===== src/rtl/dcpu16_pkg.sv =====
// dcpu16_pkg: shared constants for the DCPU16 core.
// Opcodes, divider FSM encoding and iteration counts.
package dcpu16_pkg;

    localparam logic [3:0] OPC_DIV = 4'h5;
    localparam logic [3:0] OPC_MOD = 4'h6;

    localparam int DIV_ITER = 32;
    localparam int MOD_ITER = 16;

    typedef enum logic [1:0] {
        ST_IDLE = 2'd0,
        ST_CALC = 2'd1,
        ST_DONE = 2'd2
    } div_state_e;

    function automatic logic is_divop(input logic [3:0] opc);
        return (opc == OPC_DIV) || (opc == OPC_MOD);
    endfunction

endpackage


===== src/rtl/dcpu16_divstep.sv =====
// dcpu16_divstep: one restoring shift-subtract step.
// 17-bit trial remainder keeps the compare from overflowing.
module dcpu16_divstep (
    input  logic [16:0] p_in,
    input  logic [15:0] dvs,
    output logic [15:0] p_out,
    output logic        q_bit
);

    logic [16:0] diff;

    // Subtract when the trial remainder covers the divisor
    always_comb begin
        diff  = p_in - {1'b0, dvs};
        q_bit = (p_in >= {1'b0, dvs});
        p_out = q_bit ? diff[15:0] : p_in[15:0];
    end

endmodule


===== src/rtl/dcpu16_divseq.sv =====
// dcpu16_divseq: multi-cycle DIV/MOD sequencer.
// One quotient bit per enabled cycle; start/busy/done handshake.
module dcpu16_divseq
    import dcpu16_pkg::*;
(
    input  logic        clk,
    input  logic        rst,
    input  logic        ena,
    input  logic        start,
    input  logic [3:0]  opc,
    input  logic [15:0] regA,
    input  logic [15:0] regB,
    input  logic        flush,
    output logic        busy,
    output logic        done,
    output logic [15:0] regR,
    output logic [15:0] regO
);

    div_state_e  state_q, state_d;
    logic [5:0]  cnt_q, cnt_d;
    logic [31:0] d_q, d_d;
    logic [15:0] p_q, p_d;
    logic [15:0] dvs_q, dvs_d;
    logic        div_q, div_d;
    logic [15:0] regr_q, regr_d;
    logic [15:0] rego_q, rego_d;

    logic [15:0] step_p;
    logic        step_q;
    logic [31:0] q_nxt;
    logic [5:0]  last_cnt;
    logic        start_ok;
    logic        last;

    dcpu16_divstep u_step (
        .p_in  ({p_q, d_q[31]}),
        .dvs   (dvs_q),
        .p_out (step_p),
        .q_bit (step_q)
    );

    // Quotient bits shift into the vacated dividend LSBs
    always_comb begin
        q_nxt    = {d_q[30:0], step_q};
        last_cnt = div_q ? 6'(DIV_ITER - 1) : 6'(MOD_ITER - 1);
        last     = (cnt_q == last_cnt);
        start_ok = ena && start && !flush && is_divop(opc);
    end

    // State register
    always_ff @(posedge clk or negedge rst) begin
        if (!rst) state_q <= ST_IDLE;
        else      state_q <= state_d;
    end

    // Next-state logic; flush only cancels work in flight
    always_comb begin
        state_d = state_q;
        unique case (state_q)
            ST_IDLE: begin
                if (start_ok)
                    state_d = (regB != 16'h0) ? ST_CALC : ST_DONE;
            end
            ST_CALC: begin
                if (ena && flush)     state_d = ST_IDLE;
                else if (ena && last) state_d = ST_DONE;
            end
            ST_DONE: begin
                if (ena) state_d = ST_IDLE;
            end
            default: state_d = ST_IDLE;
        endcase
    end

    // Handshake outputs decode straight from state
    always_comb begin
        busy = (state_q == ST_CALC);
        done = (state_q == ST_DONE);
        regR = regr_q;
        regO = rego_q;
    end

    // Datapath next values: operand latch, iteration, result write
    always_comb begin
        cnt_d  = cnt_q;
        d_d    = d_q;
        p_d    = p_q;
        dvs_d  = dvs_q;
        div_d  = div_q;
        regr_d = regr_q;
        rego_d = rego_q;
        unique case (state_q)
            ST_IDLE: begin
                if (start_ok && regB != 16'h0) begin
                    d_d   = {regA, 16'h0};
                    dvs_d = regB;
                    div_d = (opc == OPC_DIV);
                    p_d   = 16'h0;
                    cnt_d = 6'd0;
                end else if (start_ok) begin
                    regr_d = 16'h0;
                    if (opc == OPC_DIV) rego_d = 16'h0;
                end
            end
            ST_CALC: begin
                if (ena && !flush) begin
                    p_d   = step_p;
                    d_d   = q_nxt;
                    cnt_d = cnt_q + 6'd1;
                    if (last && div_q) begin
                        regr_d = q_nxt[31:16];
                        rego_d = q_nxt[15:0];
                    end else if (last) begin
                        regr_d = step_p;
                    end
                end
            end
            default: ;
        endcase
    end

    // Datapath registers; ena freezes everything
    always_ff @(posedge clk or negedge rst) begin
        if (!rst) begin
            cnt_q  <= 6'd0;
            d_q    <= 32'h0;
            p_q    <= 16'h0;
            dvs_q  <= 16'h0;
            div_q  <= 1'b0;
            regr_q <= 16'h0;
            rego_q <= 16'h0;
        end else begin
            cnt_q  <= cnt_d;
            d_q    <= d_d;
            p_q    <= p_d;
            dvs_q  <= dvs_d;
            div_q  <= div_d;
            regr_q <= regr_d;
            rego_q <= rego_d;
        end
    end

endmodule


===== config.mk =====
export PLATFORM = sky130hd
export DESIGN_NAME = dcpu16_divseq
export DESIGN_NICKNAME = d
export VERILOG_FILES = /design/src/rtl/dcpu16_pkg.sv /design/src/rtl/dcpu16_divstep.sv /design/src/rtl/dcpu16_divseq.sv
export SDC_FILE = /design/constraint.sdc
export NUM_CORES = 1
export LEC_CHECK = 0
export CAP_MARGIN = 20
export CORE_ASPECT_RATIO = 2
export CORE_MARGIN = 3
export CORE_UTILIZATION = 55
export CTS_CLUSTER_DIAMETER = 200
export CTS_CLUSTER_SIZE = 12
export DETAILED_ROUTE_END_ITERATION = 10
export GPL_TIMING_DRIVEN = 1
export PLACE_DENSITY = 0.83
export REMOVE_ABC_BUFFERS = 1
export SETUP_SLACK_MARGIN = 0.3
export SYNTH_ARGS = -nofsm -noshare
export SYNTH_HDL_FRONTEND = slang
export SYNTH_SLANG_ARGS = --single-unit

===== constraint.sdc =====
create_clock -name clk -period 3 [get_ports clk]
set_clock_uncertainty 0.1 [all_clocks]
set_input_delay 0.3 -clock clk [delete_from_list [all_inputs] [get_ports clk]]
set_output_delay 0.3 -clock clk [all_outputs]
set_load 0.05 [all_outputs]

# ---- Word-level counts from Yosys, hierarchy flattened
# Cells that the tools add are included.
dict set report word_totals {
  reg_bits 105
  latchBits 0
  mem_bits_rw 0
  rom_bits 0
  in_bits 41
  output_inout_bits 34
  wordCells 72
  mem_count 0
}
dict set report op_classes {
  add_sub_neg 2
  mul 0
  n_div 0
  magnitude_cmp 1
  n_eq_ne 14
  n_shift 0
  n_mux 29
  n_bitwise 0
  n_reduce_logical 18
}
# operator n
set ops {}
lappend ops {{16-bit 2-to-1 mux} 13}
lappend ops {{16-bit one-hot mux with 2 select lines} 3}
lappend ops {{32-bit 2-to-1 mux} 2}
lappend ops {{32-bit one-hot mux with 2 select lines} 1}
lappend ops {{17-bit by 16-bit greater-or-equal comparator with 1-bit output} 1}
lappend ops {{16-bit nonzero test} 1}
lappend ops {{16-bit subtractor} 1}
lappend ops {{6-bit 2-to-1 mux} 2}
lappend ops {{6-bit one-hot mux with 2 select lines} 1}
lappend ops {{2-bit 2-to-1 mux} 5}
lappend ops {{2-bit != test (second input constant)} 5}
lappend ops {{4-bit by 3-bit == test with 1-bit output (second input constant)} 2}
lappend ops {{1-bit logical AND} 8}
lappend ops {{6-bit by 1-bit adder with 6-bit output (second input constant)} 1}
lappend ops {{6-bit by 5-bit == test with 1-bit output} 1}
lappend ops {{3-bit by 1-bit != test with 1-bit output (second input constant)} 2}
lappend ops {{2-bit one-hot mux with 3 select lines} 1}
lappend ops {{3-bit AND reduction} 2}
lappend ops {{6-bit AND reduction} 1}
lappend ops {{5-bit 2-to-1 mux} 1}
lappend ops {{5-bit AND reduction} 1}
lappend ops {{2-bit by 1-bit != test with 1-bit output (second input constant)} 2}
lappend ops {{2-bit by 1-bit == test with 1-bit output (second input constant)} 1}
lappend ops {{2-bit == test (second input constant)} 1}
lappend ops {{other kinds (5)} 5}

# ---- Longest topological paths before layout
dict set report logic_depth {
  ltp_word 6
  mapped_depth 11
  ltp_nobuf 11
}

# ---- Hierarchy
# Synthesis repeated with hierarchy kept, for this count alone.
dict set report hier_totals {
  hier_cells 671
  hier_area_um2 6256.0
}
# mod n_inst cells_each area_each_um2 seq_area_each_um2
set by_module_without_submodules {}
lappend by_module_without_submodules {dcpu16_divseq 1 515 5091.1 2627.5}
lappend by_module_without_submodules {dcpu16_divstep 1 156 1164.9 0.0}

# ---- Worst setup path after synthesis
# Ideal clock, no wire load.
dict set report synth_timing {
  path_type {reg2reg}
  startpoint {register d_q[31]}
  endpoint {register regr_q[14] (netlist: regR[14])}
  setup_ps 77
  arrival_ps 2466
  setup_slack_ps 358
  path_stages_with_launch 12
  period_less_slack_ps 2642
  cell_sequence {dfrtp_1 > inv_1 > ha_1 > inv_1 > fa_1 > a211oi_2 > nor4_1 > or3_1 > or4_1 > a32oi_1 > a21oi_1 > o21ai_1}
}
dict set report synth_between {
  elab_chain_cells 6
  elab_cells_between_ends 7
  classes_between {1 x add/sub; 1 x order compare; 5 x mux}
}
# item line_no
set synth_rtl {}
lappend synth_rtl {{start: declaration} dcpu16_divseq.sv:22} ;# logic [31:0] d_q, d_d;
lappend synth_rtl {{start signal: assignment} dcpu16_divseq.sv:127} ;# d_q <= 32'h0;
lappend synth_rtl {{start signal: assignment} dcpu16_divseq.sv:135} ;# d_q <= d_d;
lappend synth_rtl {{16-bit subtractor or 17-bit by 16-bit greater-or-equal comparator with 1-bit output (tied branches)} {dcpu16_divstep.sv:14, dcpu16_divstep.sv:15}}
lappend synth_rtl {{16-bit 2-to-1 mux *} dcpu16_divstep.sv:16} ;# p_out = q_bit ? diff[15:0] : p_in[15:0];
lappend synth_rtl {{16-bit 2-to-1 mux *} dcpu16_divseq.sv:114} ;# end else if (last) begin
lappend synth_rtl {{16-bit 2-to-1 mux *} dcpu16_divseq.sv:111} ;# if (last && div_q) begin
lappend synth_rtl {{16-bit 2-to-1 mux *} dcpu16_divseq.sv:107} ;# if (ena && !flush) begin
lappend synth_rtl {{16-bit one-hot mux with 2 select lines *} dcpu16_divseq.sv:93} ;# unique case (state_q)
lappend synth_rtl {{end signal: assignment} dcpu16_divseq.sv:139} ;# regr_q <= regr_d;
lappend synth_rtl {{end: declaration} dcpu16_divseq.sv:26} ;# logic [15:0] regr_q, regr_d;
# Every way passes the cells marked *; elsewhere a longest branch is shown, timed or not. The select of a mux whose other input is x is not followed.
# A chain may end at the register's enable or synchronous reset.

# ---- Worst setup path in the final report
# Ends and elaborated chain as after synthesis.

==> impl_results.md <==
- Sum of internal, switching and leakage power: 0.00379 W
- Final count of hold timing violations: 0
- Number of clock sinks: 105
- Number of buffers and inverters on the critical path: 2
- Crit path DAT: 2970 ps
- Cell type with the highest occurrence count on the critical path: inv_2
- Antenna-violating nets left: 0
- Yosys warns: 0
- Post-synth cell types: 59
- HP Class: in -> async
- Core area: 9510 µm²
- Drt wl/cell: 19.6 µm
- CTS Root Buffer Type: clkbuf_16
- Layout cells sized above 1: 12.0%
- Part of the cycle the worst path needs: 93.4%
- Global-route usage over all layers: 27.7%
- Cell type with the highest aggregate area in the netlist: dfrtp_1
- Endpoint class of the critical path: flop
- Number of enable flip-flop cells after synthesis: 0
- DR pass1 iterations: 5
- Worst skew pair latency: 340 ps
- Final Wtd Congestion: 0.948
- Floorplan die height: 147 µm
- Count of antenna diodes in the layout: 0
- DRC Markers: 0
- Maximum number of pins on one net before global-route repair: 82
- Worst Path Max Fanout: 2
- Effective utilization at floorplan: 57.3%
- Final setup TNS: 0 ps
- Syn Std Cell Area: 5450 µm²
- First-pass GRT wire length: 24800 µm
- Worst Hold Slack: 311 ps
- Deepest level of the CTS H-tree: 3
- Outcome: finished clean
- Fillcell total: 709
- I/O Pins: 75
- Leakage: 3.21 nW
- Crit path largest cell delay: 420 ps
- Power density over the cells: 549 nW/µm²
- Starting DRC count in detailed routing: 448
- TritonCTS clock tree: built
- Clock buffers created by TritonCTS: 9
- Synth top area share: 48.3%
- Synthesized instance count: 583
- Sequential share of the synthesized area: 48.3%
- CP max-delay cell: or4_1
- Fmax: 357 MHz
- Share of flip-flops with an asynchronous set or reset: 100%
- Area growth from synthesis to final layout: 26.9%
- Maximum vdd drop: 403 µV
- GRT Residual Overflow: 0
- Cell family with most CP delay: simple AND/OR/NAND/NOR gates
- Slew at the pin with the worst max-slew slack: 1120 ps
- DR vias: 4948
- Pins over their slew limit: 0
- Row count: 50
- DP Wirelength: 10800 µm
- Deepest clock path buffer count: 2
- Max-cap viol count: 0
- Die area: 11200 µm²
- Setup repair after global routing missed its margin: true
- Flip-flop and latch count after synthesis: 105
- Clock slew at the register clock pins of the worst setup and hold paths: 70 ps
- Final wirelength: 15700 µm
- Top cells by area, synth: dfrtp_1, nand2_1, o21ai_0
- Die X: 76.4 µm
- Final number of setup-violating endpoints: 0
- Post-layout nets: 724
- CP Class: reg -> reg
- Number of global-route vias before repair: 5166
- Normalized max-slew margin: 25.2%
- Required time of the worst setup path: 3170 ps
- List of cells traversed by the critical path: inv_2, ha_4, inv_2, fa_2, a211oi_4, nor4_4, or3_4, or4_1, a32oi_1, a21oi_2, o21ai_1
- Primary FF master, synth: dfrtp_1
- Routed via count divided by cell count: 6.19
- Initial antenna violation count: 0
- Startpoint class of the critical path: flop
- Final worst path period need: 2800 ps
- Per-instance average area after synthesis: 9.34 µm²
- Quantity of I/O buffers inserted on ports: 74
what timing repair did:
action / 4_1_cts / 5_1_grt
pin swaps: 7 / 9
hold endpoints to repair: 24 / 0
hold buffers: 1 / 0
resized for setup: 14 / 15
setup endpoints to repair: 11 / 32
cloned: 0 / 1
buffers inserted: 4 / 4
power by group:
group | switching, W | internal, W | leakage (nW)
clock | 0.000507 | 0.000641 | 0.131
sequential | 0.000107 | 0.00157 | 1.34
combinational | 0.000563 | 0.000409 | 1.74
total | 0.00118 | 0.00262 | 3.21
placed cells by master (no fill, tap or decap), types with 5 or more instances in the layout:
master / instances
a21oi_1: 13
clkdlybuf4s50_1: 72
nand3_1: 36
inv_1: 37
nand4_1: 6
mux2i_1: 8
o21ai_0: 51
nor3_1: 9
nand2b_1: 5
a21o_1: 6
xor2_1: 10
dfrtp_1: 105
clkbuf_16: 9
ha_1: 13
o221ai_1: 5
xnor2_1: 8
and3_1: 17
nand2_1: 86
nor4_1: 7
nor2_1: 19
a22oi_1: 9
a221o_1: 15
o21ai_1: 13
buf_12: 5
buf_4: 23
synth_stat cells (12+ instances only):
| cell type | n |
|---|---|
| dfrtp_1 | 105 |
| nand2_1 | 87 |
| o21ai_0 | 53 |
| inv_1 | 39 |
| nand3_1 | 36 |
| clkbuf_1 | 22 |
| nor2_1 | 19 |
| a21oi_1 | 17 |
| and3_1 | 17 |
| ha_1 | 17 |
| a221o_1 | 15 |
| nor3_1 | 12 |
kinds of logic (layout without fill, tap and decap cells):
group                      after synthesis  after routing  share of synthesized area (%)
xor gates and xnor gates                18             18                           2.90
AOI/OAI and AO/OA                      152            152                           18.6
buffers and inverters                   71            156                           5.49
and+or+nand+nor                        206            207                           18.0
DFF                                    105            105                           48.3
adders and majority gates               18             18                           4.27
muxes                                   13             13                           2.46
state kept, by name, indices dropped and copies added, names as in the netlist:
| register | cells |
|---|---|
| dvs_q | 16 |
| p_q | 16 |
| div_q | 1 |
| regR | 16 |
| d_q | 32 |
| cnt_q | 6 |
| state_q | 2 |
| regO | 16 |
cell type report:
cell class	count	area (µm²)	share of cell area, %
Timing Repair Buffer	102	1010	14.7
Clock inverter	5	57.6	0.833
Inverter	39	146	2.12
Multi-Input combinational cell	408	2670	38.7
Tap cell	130	163	2.35
Sequential cell	105	2630	38.0
Clock buffer	10	229	3.31
final timing paths:
| kind | startpoint | to | slack (ps) | depth (start not counted) |
|---|---|---|---|---|
| setup reg to reg | d_q[31] | regR[14] | 200 | 11 |
| setup / recovery | d_q[31] | regR[14] | 200 | 11 |
| max in group asynchronous | rst | d_q[9] | 1740 | 3 |
| min in group clk | d_q[15] | d_q[15] | 400 | 2 |
| hold / removal | rst | dvs_q[2] | 310 | 2 |
| hold reg to reg | d_q[15] | d_q[15] | 400 | 2 |
stage by stage:
step / setup WS, ps / util [%] / std cells / instance area (µm²)
3_3_place_gp: 155 / 67.4 / 774 / 6410
2_1_floorplan: -1200 / - / 551 / 5290
3_5_place_dp: 91.6 / 67.4 / 774 / 6410
6_report: 198 / 72.7 / 799 / 6910
4_1_cts: 230 / 71.5 / 794 / 6800
5_1_grt: 118 / 72.7 / 799 / 6910
routing by layer:
| layer | wire length (µm) | track usage (%) | vias to the layer above |
|---|---|---|---|
| met2 | 8440 | 49.6 | 231 |
| met4 | 928 | 17.3 | 0 |
| li1 | - | - | 2237 |
| met3 | 841 | 5.58 | 76 |
| met1 | 5450 | 29.2 | 2404 |
| met5 | 0 | 0 | - |
Power figures use the tool's default switching activity.
